File: config.mk
export PLATFORM = sky130hd
export DESIGN_NAME = midi_rx_flat
export DESIGN_NICKNAME = d
export VERILOG_FILES = /design/src/rtl/midi_rx_pkg.sv /design/src/rtl/midi_rx_if.sv /design/src/rtl/midi_rx_fifo.sv /design/src/rtl/midi_rx.sv /design/src/flat_wrapper.sv
export SDC_FILE = /design/constraint.sdc
export NUM_CORES = 1
export LEC_CHECK = 0
export ABC_AREA = 1
export BUFFER_PORTS_ARGS = -buffer_cell sky130_fd_sc_hd__clkbuf_2
export CORE_AREA = 2 2 104 156
export DETAILED_ROUTE_END_ITERATION = 7
export DIE_AREA = 0 0 106 158
export PLACE_DENSITY_LB_ADDON = 0.05
export SLEW_MARGIN = 20
export SYNTH_ARGS = -nofsm -noshare
export SYNTH_HDL_FRONTEND = slang
export SYNTH_SLANG_ARGS = --single-unit
File: constraint.sdc
create_clock -name clock -period 2.3 [get_ports clock]
set_clock_uncertainty 0.05 [all_clocks]
set_input_delay 0.23 -clock clock [delete_from_list [all_inputs] [get_ports clock]]
set_output_delay 0.23 -clock clock [all_outputs]
set_load 0.05 [all_outputs]
File: src/rtl/midi_rx_pkg.sv
// midi_pkg: shared types and constants for the MIDI receiver.
//   state_t    - receiver FSM states
//   MIDI_BAUD  - nominal MIDI line rate
//   MIDI_CLOCK - real-time "timing clock" status byte
//   MIDI_SENSE - real-time "active sensing" status byte
//   clog2()    - ceiling log2, usable in constant expressions
package midi_pkg;

  typedef enum logic [2:0] {
    IDLE,
    START,
    DATA,
    STOP,
    BREAK
  } state_t;

  localparam int         MIDI_BAUD  = 31250;
  localparam logic [7:0] MIDI_CLOCK = 8'hF8;
  localparam logic [7:0] MIDI_SENSE = 8'hFE;

  function automatic int clog2(input int v);
    int r;
    r = 0;
    for (int i = 0; i < 31; i++) begin
      if ((1 << i) < v) r = i + 1;
    end
    return r;
  endfunction

endpackage

File: src/rtl/midi_rx_if.sv
// midi_rx_if: byte-stream side of the MIDI receiver.
//   rd    - pop request from the reader (ignored while valid=0)
//   q     - FIFO head byte, meaningful while valid=1
//   valid - FIFO not empty
//   ferr  - one-cycle framing-error pulse
//   ovf   - one-cycle pulse when a good byte is dropped on a full FIFO
//   busy  - receiver is inside a frame (not IDLE)
// master = the reader (core / synth bridge), slave = midi_rx.
interface midi_rx_if;
  logic       rd;
  logic [7:0] q;
  logic       valid;
  logic       ferr;
  logic       ovf;
  logic       busy;

  modport master (output rd, input q, valid, ferr, ovf, busy);
  modport slave  (input rd, output q, valid, ferr, ovf, busy);
endinterface

File: src/rtl/midi_rx_fifo.sv
// midi_fifo: first-word-fall-through byte FIFO.
//   clock, reset - system clock, synchronous active-high reset (empties FIFO)
//   push, din    - write request and data; a push while full is accepted only
//                  if a pop happens in the same cycle
//   full         - no free slot (before considering a same-cycle pop)
//   rd           - pop request, acts only while valid=1
//   valid, q     - not-empty flag and head byte (q reads 0 while empty)
// Pointers carry one extra MSB so full and empty can be told apart.
module midi_fifo
  import midi_pkg::*;
#(
  parameter int DEPTH = 16
) (
  input  logic       clock,
  input  logic       reset,
  input  logic       push,
  input  logic [7:0] din,
  output logic       full,
  input  logic       rd,
  output logic       valid,
  output logic [7:0] q
);

  localparam int AW = clog2(DEPTH);

  logic [7:0]  mem [DEPTH];
  logic [AW:0] wr_ptr_reg;
  logic [AW:0] rd_ptr_reg;
  logic        pop;
  logic        do_push;

  assign valid   = (wr_ptr_reg != rd_ptr_reg);
  assign full    = (wr_ptr_reg[AW] != rd_ptr_reg[AW]) &&
                   (wr_ptr_reg[AW-1:0] == rd_ptr_reg[AW-1:0]);
  assign pop     = rd && valid;
  // A same-cycle pop frees the head slot, which is exactly the slot the
  // write pointer aliases when full, so the push can land there.
  assign do_push = push && (!full || pop);

  always_ff @(posedge clock) begin
    if (reset) begin
      wr_ptr_reg <= '0;
      rd_ptr_reg <= '0;
    end else begin
      if (do_push) wr_ptr_reg <= wr_ptr_reg + 1'b1;
      if (pop)     rd_ptr_reg <= rd_ptr_reg + 1'b1;
    end
  end

  always_ff @(posedge clock) begin
    if (do_push) mem[wr_ptr_reg[AW-1:0]] <= din;
  end

  // Asynchronous read keeps the head visible the cycle valid rises; gating
  // with valid gives q=0 out of reset without clearing the array.
  assign q = valid ? mem[rd_ptr_reg[AW-1:0]] : 8'h00;

endmodule

File: src/rtl/midi_rx.sv
// midi_rx: 8N1 idle-high serial MIDI receiver with a byte FIFO.
//   clock - system clock
//   reset - synchronous active-high reset (abandons any frame, empties FIFO)
//   rx    - raw asynchronous MIDI input pin
//   bus   - midi_rx_if.slave: rd / q / valid / ferr / ovf / busy
// Optional build macro MIDI_RX_REALTIME_FILTER_EN: when defined, completed
// 0xF8 and 0xFE bytes are dropped before the FIFO (no valid, no ovf).
module midi_rx
  import midi_pkg::*;
#(
  parameter int CLKHZ = 28000000,
  parameter int BAUD  = MIDI_BAUD,
  parameter int DEPTH = 16
) (
  input  logic     clock,
  input  logic     reset,
  input  logic     rx,
  midi_rx_if.slave bus
);

  localparam int BIT  = CLKHZ / BAUD;
  localparam int HALF = BIT / 2;
  localparam int CW   = clog2(BIT);
  localparam logic [CW-1:0] BIT_M1  = CW'(BIT - 1);
  localparam logic [CW-1:0] HALF_M1 = CW'(HALF - 1);

  state_t        state_reg, state_next;
  logic [CW-1:0] cnt_reg, cnt_next;
  logic [2:0]    idx_reg, idx_next;
  logic [7:0]    shift_reg, shift_next;
  logic          rx_meta_reg, rxs_reg, rxs_d_reg;
  logic          ferr_reg, ferr_next;
  logic          ovf_reg, ovf_next;
  logic          push;
  logic          keep;
  logic          accept;
  logic          fifo_full;

  // Two-flop synchroniser plus one delay stage for falling-edge detection;
  // all reset to the idle (high) level so reset never looks like a start.
  always_ff @(posedge clock) begin
    if (reset) begin
      rx_meta_reg <= 1'b1;
      rxs_reg     <= 1'b1;
      rxs_d_reg   <= 1'b1;
    end else begin
      rx_meta_reg <= rx;
      rxs_reg     <= rx_meta_reg;
      rxs_d_reg   <= rxs_reg;
    end
  end

`ifdef MIDI_RX_REALTIME_FILTER_EN
  assign keep = (shift_reg != MIDI_CLOCK) && (shift_reg != MIDI_SENSE);
`else
  assign keep = 1'b1;
`endif

  assign accept = !fifo_full || (bus.rd && bus.valid);

  always_ff @(posedge clock) begin
    if (reset) begin
      state_reg <= IDLE;
      cnt_reg   <= '0;
      idx_reg   <= '0;
      shift_reg <= '0;
      ferr_reg  <= 1'b0;
      ovf_reg   <= 1'b0;
    end else begin
      state_reg <= state_next;
      cnt_reg   <= cnt_next;
      idx_reg   <= idx_next;
      shift_reg <= shift_next;
      ferr_reg  <= ferr_next;
      ovf_reg   <= ovf_next;
    end
  end

  always_comb begin
    state_next = state_reg;
    cnt_next   = cnt_reg;
    idx_next   = idx_reg;
    shift_next = shift_reg;
    ferr_next  = 1'b0;
    ovf_next   = 1'b0;
    push       = 1'b0;
    case (state_reg)
      IDLE: begin
        if (rxs_d_reg && !rxs_reg) begin
          cnt_next   = HALF_M1;
          state_next = START;
        end
      end
      START: begin
        if (cnt_reg == '0) begin
          if (!rxs_reg) begin
            cnt_next   = BIT_M1;
            idx_next   = '0;
            state_next = DATA;
          end else begin
            state_next = IDLE;  // start bit did not hold to mid-bit: glitch
          end
        end else begin
          cnt_next = cnt_reg - 1'b1;
        end
      end
      DATA: begin
        if (cnt_reg == '0) begin
          shift_next = {rxs_reg, shift_reg[7:1]};  // LSB arrives first
          cnt_next   = BIT_M1;
          idx_next   = idx_reg + 3'd1;
          if (idx_reg == 3'd7) state_next = STOP;
        end else begin
          cnt_next = cnt_reg - 1'b1;
        end
      end
      STOP: begin
        if (cnt_reg == '0) begin
          if (rxs_reg) begin
            if (keep) begin
              if (accept) push = 1'b1;
              else        ovf_next = 1'b1;
            end
            state_next = IDLE;
          end else begin
            ferr_next  = 1'b1;
            state_next = BREAK;
          end
        end else begin
          cnt_next = cnt_reg - 1'b1;
        end
      end
      BREAK: begin
        // Waiting for the line to return high keeps a held-low line from
        // reporting more than one framing error.
        if (rxs_reg) state_next = IDLE;
      end
      default: state_next = IDLE;
    endcase
  end

  midi_fifo #(.DEPTH(DEPTH)) u_fifo (
    .clock (clock),
    .reset (reset),
    .push  (push),
    .din   (shift_reg),
    .full  (fifo_full),
    .rd    (bus.rd),
    .valid (bus.valid),
    .q     (bus.q)
  );

  assign bus.ferr = ferr_reg;
  assign bus.ovf  = ovf_reg;
  assign bus.busy = (state_reg != IDLE);

endmodule

File: src/flat_wrapper.sv
// flat-port wrapper written by rule: the top's interface ports become plain ports
module midi_rx_flat import midi_pkg::*;
#(
  parameter int CLKHZ = 28000000,
  parameter int BAUD  = MIDI_BAUD,
  parameter int DEPTH = 16
)
  (clock, reset, rx, bus_rd, bus_q, bus_valid, bus_ferr, bus_ovf, bus_busy);
  midi_rx_if bus_i ();
  input  logic clock;
  input  logic reset;
  input  logic rx;
  input wire logic [$bits(bus_i.rd)-1:0] bus_rd;
  output wire logic [$bits(bus_i.q)-1:0] bus_q;
  output wire logic [$bits(bus_i.valid)-1:0] bus_valid;
  output wire logic [$bits(bus_i.ferr)-1:0] bus_ferr;
  output wire logic [$bits(bus_i.ovf)-1:0] bus_ovf;
  output wire logic [$bits(bus_i.busy)-1:0] bus_busy;
  assign bus_i.rd = bus_rd;
  assign bus_q = bus_i.q;
  assign bus_valid = bus_i.valid;
  assign bus_ferr = bus_i.ferr;
  assign bus_ovf = bus_i.ovf;
  assign bus_busy = bus_i.busy;
  midi_rx #(.CLKHZ(CLKHZ), .BAUD(BAUD), .DEPTH(DEPTH)) u_core (.clock(clock), .reset(reset), .rx(rx), .bus(bus_i));
endmodule
== Word-level counts from Yosys, hierarchy flattened ==
Memory sizes are Yosys's and may differ from the RTL's. A register that Yosys moved wholly into a read port is not among the register bits.
Cells that the tools add are included.

* Add/sub/neg operators: 4
* Equal/unequal tests: 17
* Muxes and demuxes: 30
* Bitwise operators: 3
* Reductions and logical operators: 18

{| class="wikitable"
|+ Operators with widths
! operator !! count
|-
| 10-bit 2-to-1 mux || 5
|-
| 10-bit one-hot mux with 4 select lines || 1
|-
| 3-bit 2-to-1 mux || 10
|-
| 3-bit one-hot mux with 5 select lines || 1
|-
| 2-bit by 1-bit inequality test with 1-bit output, second input constant || 6
|-
| 5-bit by 1-bit adder with 5-bit output, second input constant || 2
|-
| 10-bit logical NOT || 1
|-
| 10-bit by 1-bit subtractor with 10-bit output, second input constant || 1
|-
| 1-bit 2-to-1 mux || 8
|-
| 4-bit 2-to-1 mux || 2
|-
| 8-bit 2-to-1 mux || 1
|-
| 4-bit AND reduction || 2
|-
| 3-bit by 2-bit equality test with 1-bit output, second input constant || 2
|-
| 3-bit equality test, second input constant || 2
|-
| 3-bit one-hot mux with 2 select lines || 1
|-
| 6-bit AND reduction || 1
|-
| 5-bit inequality test || 1
|-
| 4-bit equality test || 1
|-
| 1-bit logical AND || 4
|-
| 2-bit inequality test, second input constant || 2
|-
| 4-bit nonzero test || 1
|-
| 4-bit OR reduction || 1
|-
| 3-bit by 1-bit adder with 3-bit output, second input constant || 1
|-
| 3-bit by 1-bit equality test with 1-bit output, second input constant || 1
|-
| other kinds (11) || 14
|}

* Register bits after elaboration: 39
* Bits in writable memories: 128
* Input port bits: 4
* Output and inout port bits: 12
* Memories kept: 1

{| class="wikitable"
|+ Memories
! memory !! words !! bits a word !! read ports !! clocked after memory_dff !! write ports !! line !! source
|-
| u_core.u_fifo.mem || 16 || 8 || 1 || 1 || 1 || midi_rx_fifo.sv:26 || <nowiki>logic [7:0] mem [DEPTH];</nowiki>
|}

== Longest topological paths before layout ==
* Depth after elaboration: 11
* Depth in mapped cells: 11
* Depth with buffers taken out: 10

== Cells and area by module ==
Synthesis repeated with hierarchy kept, for this count alone.

* Cells, all modules: 745
* Area total of the unflattened synthesis: 7577.3 sq um

{| class="wikitable"
|+ By module, submodules not included
! module !! times used !! cells each !! area each (sq um) !! sequential area each (sq um)
|-
| midi_fifo || 1 || 540 || 6088.3 || 4124.0
|-
| midi_rx || 1 || 205 || 1488.9 || 580.6
|}

== Worst setup path after synthesis ==
OpenSTA, ideal clock, no wires.

* Kind: reg-to-reg
* Start: reg u_core.cnt_reg[0]
* End: mem u_core.u_fifo.mem[11][0] (enable)
* Setup time: 0.371 ns
* Data arrival time: 1.761 ns
* Path slack: 0.118 ns
* Cell stages (with the launch flop): 9
* Buffers on the path: 0
* Clock period less this slack: 2.182 ns
* Cell sequence: dfxtp_1 > inv_1 > ha_1 > nand3_2 > nor2_8 > nand4_4 > nor2_4 > nand3_1 > nor2_1

* Cells in the longest elaborated chain, start to end: 6

{| class="wikitable"
|+ Ends and longest elaborated chain
! what !! line !! source
|-
| start: declaration || midi_rx.sv:28 || <nowiki>logic [CW-1:0] cnt_reg, cnt_next;</nowiki>
|-
| start signal: assignment || midi_rx.sv:71 || <nowiki>cnt_reg <= cnt_next;</nowiki>
|-
| 10-bit logical NOT || midi_rx.sv:118 || <nowiki>if (cnt_reg == '0) begin</nowiki>
|-
| 1-bit 2-to-1 mux || midi_rx.sv:118 ||
|-
| 1-bit 2-to-1 mux || midi_rx.sv:87 || <nowiki>case (state_reg)</nowiki>
|-
| 1-bit logical AND || midi_rx_fifo.sv:38 || <nowiki>assign do_push = push && (!full || pop);</nowiki>
|-
| 1-bit 2-to-1 mux || midi_rx_fifo.sv:51 || <nowiki>if (do_push) mem[wr_ptr_reg[AW-1:0]] <= din;</nowiki>
|-
| 1-bit 2-to-1 mux (not written as such) || midi_rx_fifo.sv:51 ||
|-
| end: declaration || midi_rx_fifo.sv:26 ||
|}

Every way passes these cells.

==> out/metrics.yaml <==
route:
  highest-signal-layer: "met4"
  vias_per_cell: 5.28
  ant_nets: 0
  drt-initial-drc-count: 267
  wl_met2_um: 10500
  detail_route.wl_per_cell_um: 18.4
  num_vias: 5336
  wirelength_met1_um: 6990
  routed_wl_um: 18600
  dr.pass1.iters: 4
  wl_met3_um: 583
  drc: 0
final_layout:
  n_fill_cell: 1377
  layout-drive-gt1-share: 0.170
  synthToLayoutAreaGrowth_pct: 17.5
  final_nets: 806
  largest_reg_flops: 128
  finish.utilization: 0.570
  antenna_cells: 0
placed_design:
  portBuffers: 15
  dpl.hpwl_um: 13300
  place_congestion: 0.873
setup_path:
  cp_top_family: "simple AND/OR/NAND/NOR gates"
  worstPathRequired_ns: 2.02
  critPathBufInv: 2
  crit_chain: "clkbuf_16 -> a21oi_1 -> o21ai_0 -> nand3_1 -> o21ai_0 -> nand2_1 -> nand2_1 -> nor2_2 -> buf_6"
  crit-reg2reg-launch: "u_core.cnt_reg[0]$_SDFFE_PP0P_"
  crit_fanout: 20
  critical_path_class: "register to primary output"
  startpoint_type: "register"
  crit_path_end_kind: "primary output"
  rrSetupSlack_ns: 0.14
  critPathMaxStageDelay_ns: 0.40
  arrival_ns: 1.97
  r2r_end: "u_core.u_fifo.mem[5][6]$_DFFE_PP_"
  r2r_cells: 9
  cp_slowest_cell: "dfxtp_4"
die:
  die_h_um: 158
  io_pins: 16
  fp.dieArea_um2: 16700
  core_area_um2: 15500
  initial_utilization: 0.486
  die_x_um: 106
  rows: 56
logic_synthesis:
  post-synth-top-area-cell: "edfxtp_1"
  yosys_warnings: 0
  synth-compound-area-share: 0.127
  synth_edf_count: 128
  ys_ff_latch: 171
  yosysMostFrequentCell: "edfxtp_1"
  yosysSeqAreaShare: 0.626
  synthTopCellsByArea: "edfxtp_1 (51%), dfxtp_1 (11%), nand2_1 (6.1%)"
  synth_top_family_by_area: "simple AND/OR/NAND/NOR gates"
  synth_fa_ha_area_frac: 0.0133
  synth_nets: 759
  muxShareOfSynthArea: 0
  synth_top_area_share: 0.511
  yosys.cell_types.count: 35
  async_flop_share: 0
  synth_common_cells: "edfxtp_1 (128), nand2_1 (123), inv_1 (103), a21oi_1 (83), o21ai_0 (65)"
  synthFlopType: "edfxtp_1"
  synth-simple-area-share: 0.153
  avgSynthCellArea_um2: 10.1
  synthesis.area_um2: 7520
  yosys.area_share.xor_xnor: 0.00699
  syn_inst: 747
grt:
  grt_first_pass_wirelength_um: 28500
  grt_overflow: 0
  grt_start_max_net_pins: 41
  first_global_vias: 5445
  grt_antenna_before_repair: 0
  track_usage: 0.232
flow_run:
  maxCapViolations: 0
min_path:
  hold_start: "bus_rd"
  hold_depth: 3
  worst_hold_path.endpoint: "u_core.u_fifo.rd_ptr_reg[0]$_SDFFE_PP0N_"
  hp-class: "input pin to register"
status:
  outcome: "finished clean"
sta:
  finalMaxSlewViolations: 0
  fin_hold_ws_ns: 0.108
  worstMarginPinSlew_ns: 0.621
  fin_crit_ns: 2.25
  report.final.setup_viol: 0
  final_hold_viol_count: 0
  post-route-period-util: 0.977
  slew_headroom: 0.585
  fmax_mhz: 445
clock_tree:
  clk_pin_slew_ns: 0.06
  insertion_delay_ns: 0.43
  h-tree-depth: 4
  cts_tree: "built"
  clockRootBuffer: "clkbuf_16"
  cts_buffers: 17
  cts_buffer_depth: 2
  clock_sinks: 171
power:
  net-switching-power_w: 0.00214
  internal_power_w: 0.00552
  p_leak_nw: 3.38
  combPwrFrac: 0.177
  clockPowerShare: 0.376
  peakVddDrop_mv: 0.541
  seqPwrFrac: 0.447
  p_per_area_nw_per_um2: 866
  p_sw_frac: 0.279
[tightest hold or removal path: stages]
cell and delay [ns]:
clkbuf_2 0.11, nand2_4 0.11, a21oi_1 0.07
[layout make-up]
cell class	instances	area, µm²	area share
sequential	171	4710	0.534
multi-input combinational	435	2330	0.263
timing repair buffer	59	527	0.0596
clock buffer	18	429	0.0486
inverter	110	415	0.0470
tap	203	254	0.0288
clock inverter	14	169	0.0191
[kinds of logic after synthesis]
group                    count (synthesis)
buffers and inverters                  141
XOR/XNOR                                 6
flip-flops                             171
AND/OR/NAND/NOR                        244
adder cells (fa/ha/maj)                  8
AO/OA/AOI/OAI                          177
[power groups by stage]
stage / logic (W) / registers (W) / clock network (W)
6_report: 0.00136 / 0.00342 / 0.00288
5_1_grt: 0.00149 / 0.00342 / 0.00303
4_1_cts: 0.00131 / 0.00342 / 0.00293
3_5_place_dp: 0.00124 / 0.00348 / 0
3_3_place_gp: 0.00122 / 0.00348 / 0
2_1_floorplan: 0.000952 / 0.00345 / 0
[routing by layer]
metal  vias to the layer above  track usage
met4                         0       0.0984
met2                       115        0.462
met5                         -            0
met3                        35       0.0375
li1                       2641            -
met1                      2545        0.234
[cells in the final DEF, fill, tap and decap left out, types with 19 or more instances in the layout]
cell | synthesis | final
dfxtp_1 | 43 | 41
a21oi_1 | 83 | 73
o211ai_1 | 19 | 19
buf_4 | 2 | 36
nand2_1 | 123 | 123
nor2_1 | 49 | 42
edfxtp_1 | 128 | 128
inv_1 | 103 | 103
o21ai_0 | 65 | 57
nand3_1 | 41 | 41
[through the flow]
step,instances,instance area (µm²),worst slack [ns],setup TNS (ns),total power [W]
5_1_grt,1010,8830,-0.0112,-0.0112,0.00794
6_report,1010,8830,0.0539,0,0.00765
3_3_place_gp,970,7990,0.191,0,0.00470
2_1_floorplan,747,7520,0.118,0,0.00440
3_5_place_dp,970,7990,0.171,0,0.00472
4_1_cts,1008,8720,0.0102,0,0.00765
[how the worst max path moves through the flow]
stage,to,slack (ns),cells past startpoint
detailed placement,u_core.u_fifo.mem[5][6]$_DFFE_PP_,0.17,9
finish,bus_q[2],0.05,9
CTS,bus_q[6],0.01,8
floorplan,u_core.u_fifo.mem[11][0]$_DFFE_PP_,0.12,8
global route,bus_q[3],-0.01,7
global placement,u_core.u_fifo.mem[5][6]$_DFFE_PP_,0.19,9
[what timing repair did]
action,CTS,global route
gates cloned,1,1
setup buffers,4,2
gates resized for setup,17,42
pin swaps,0,7
hold buffers,1,0
hold endpoints to repair,1,0
setup endpoints to repair,8,8
Note: power is estimated with default switching activity, not from simulation.
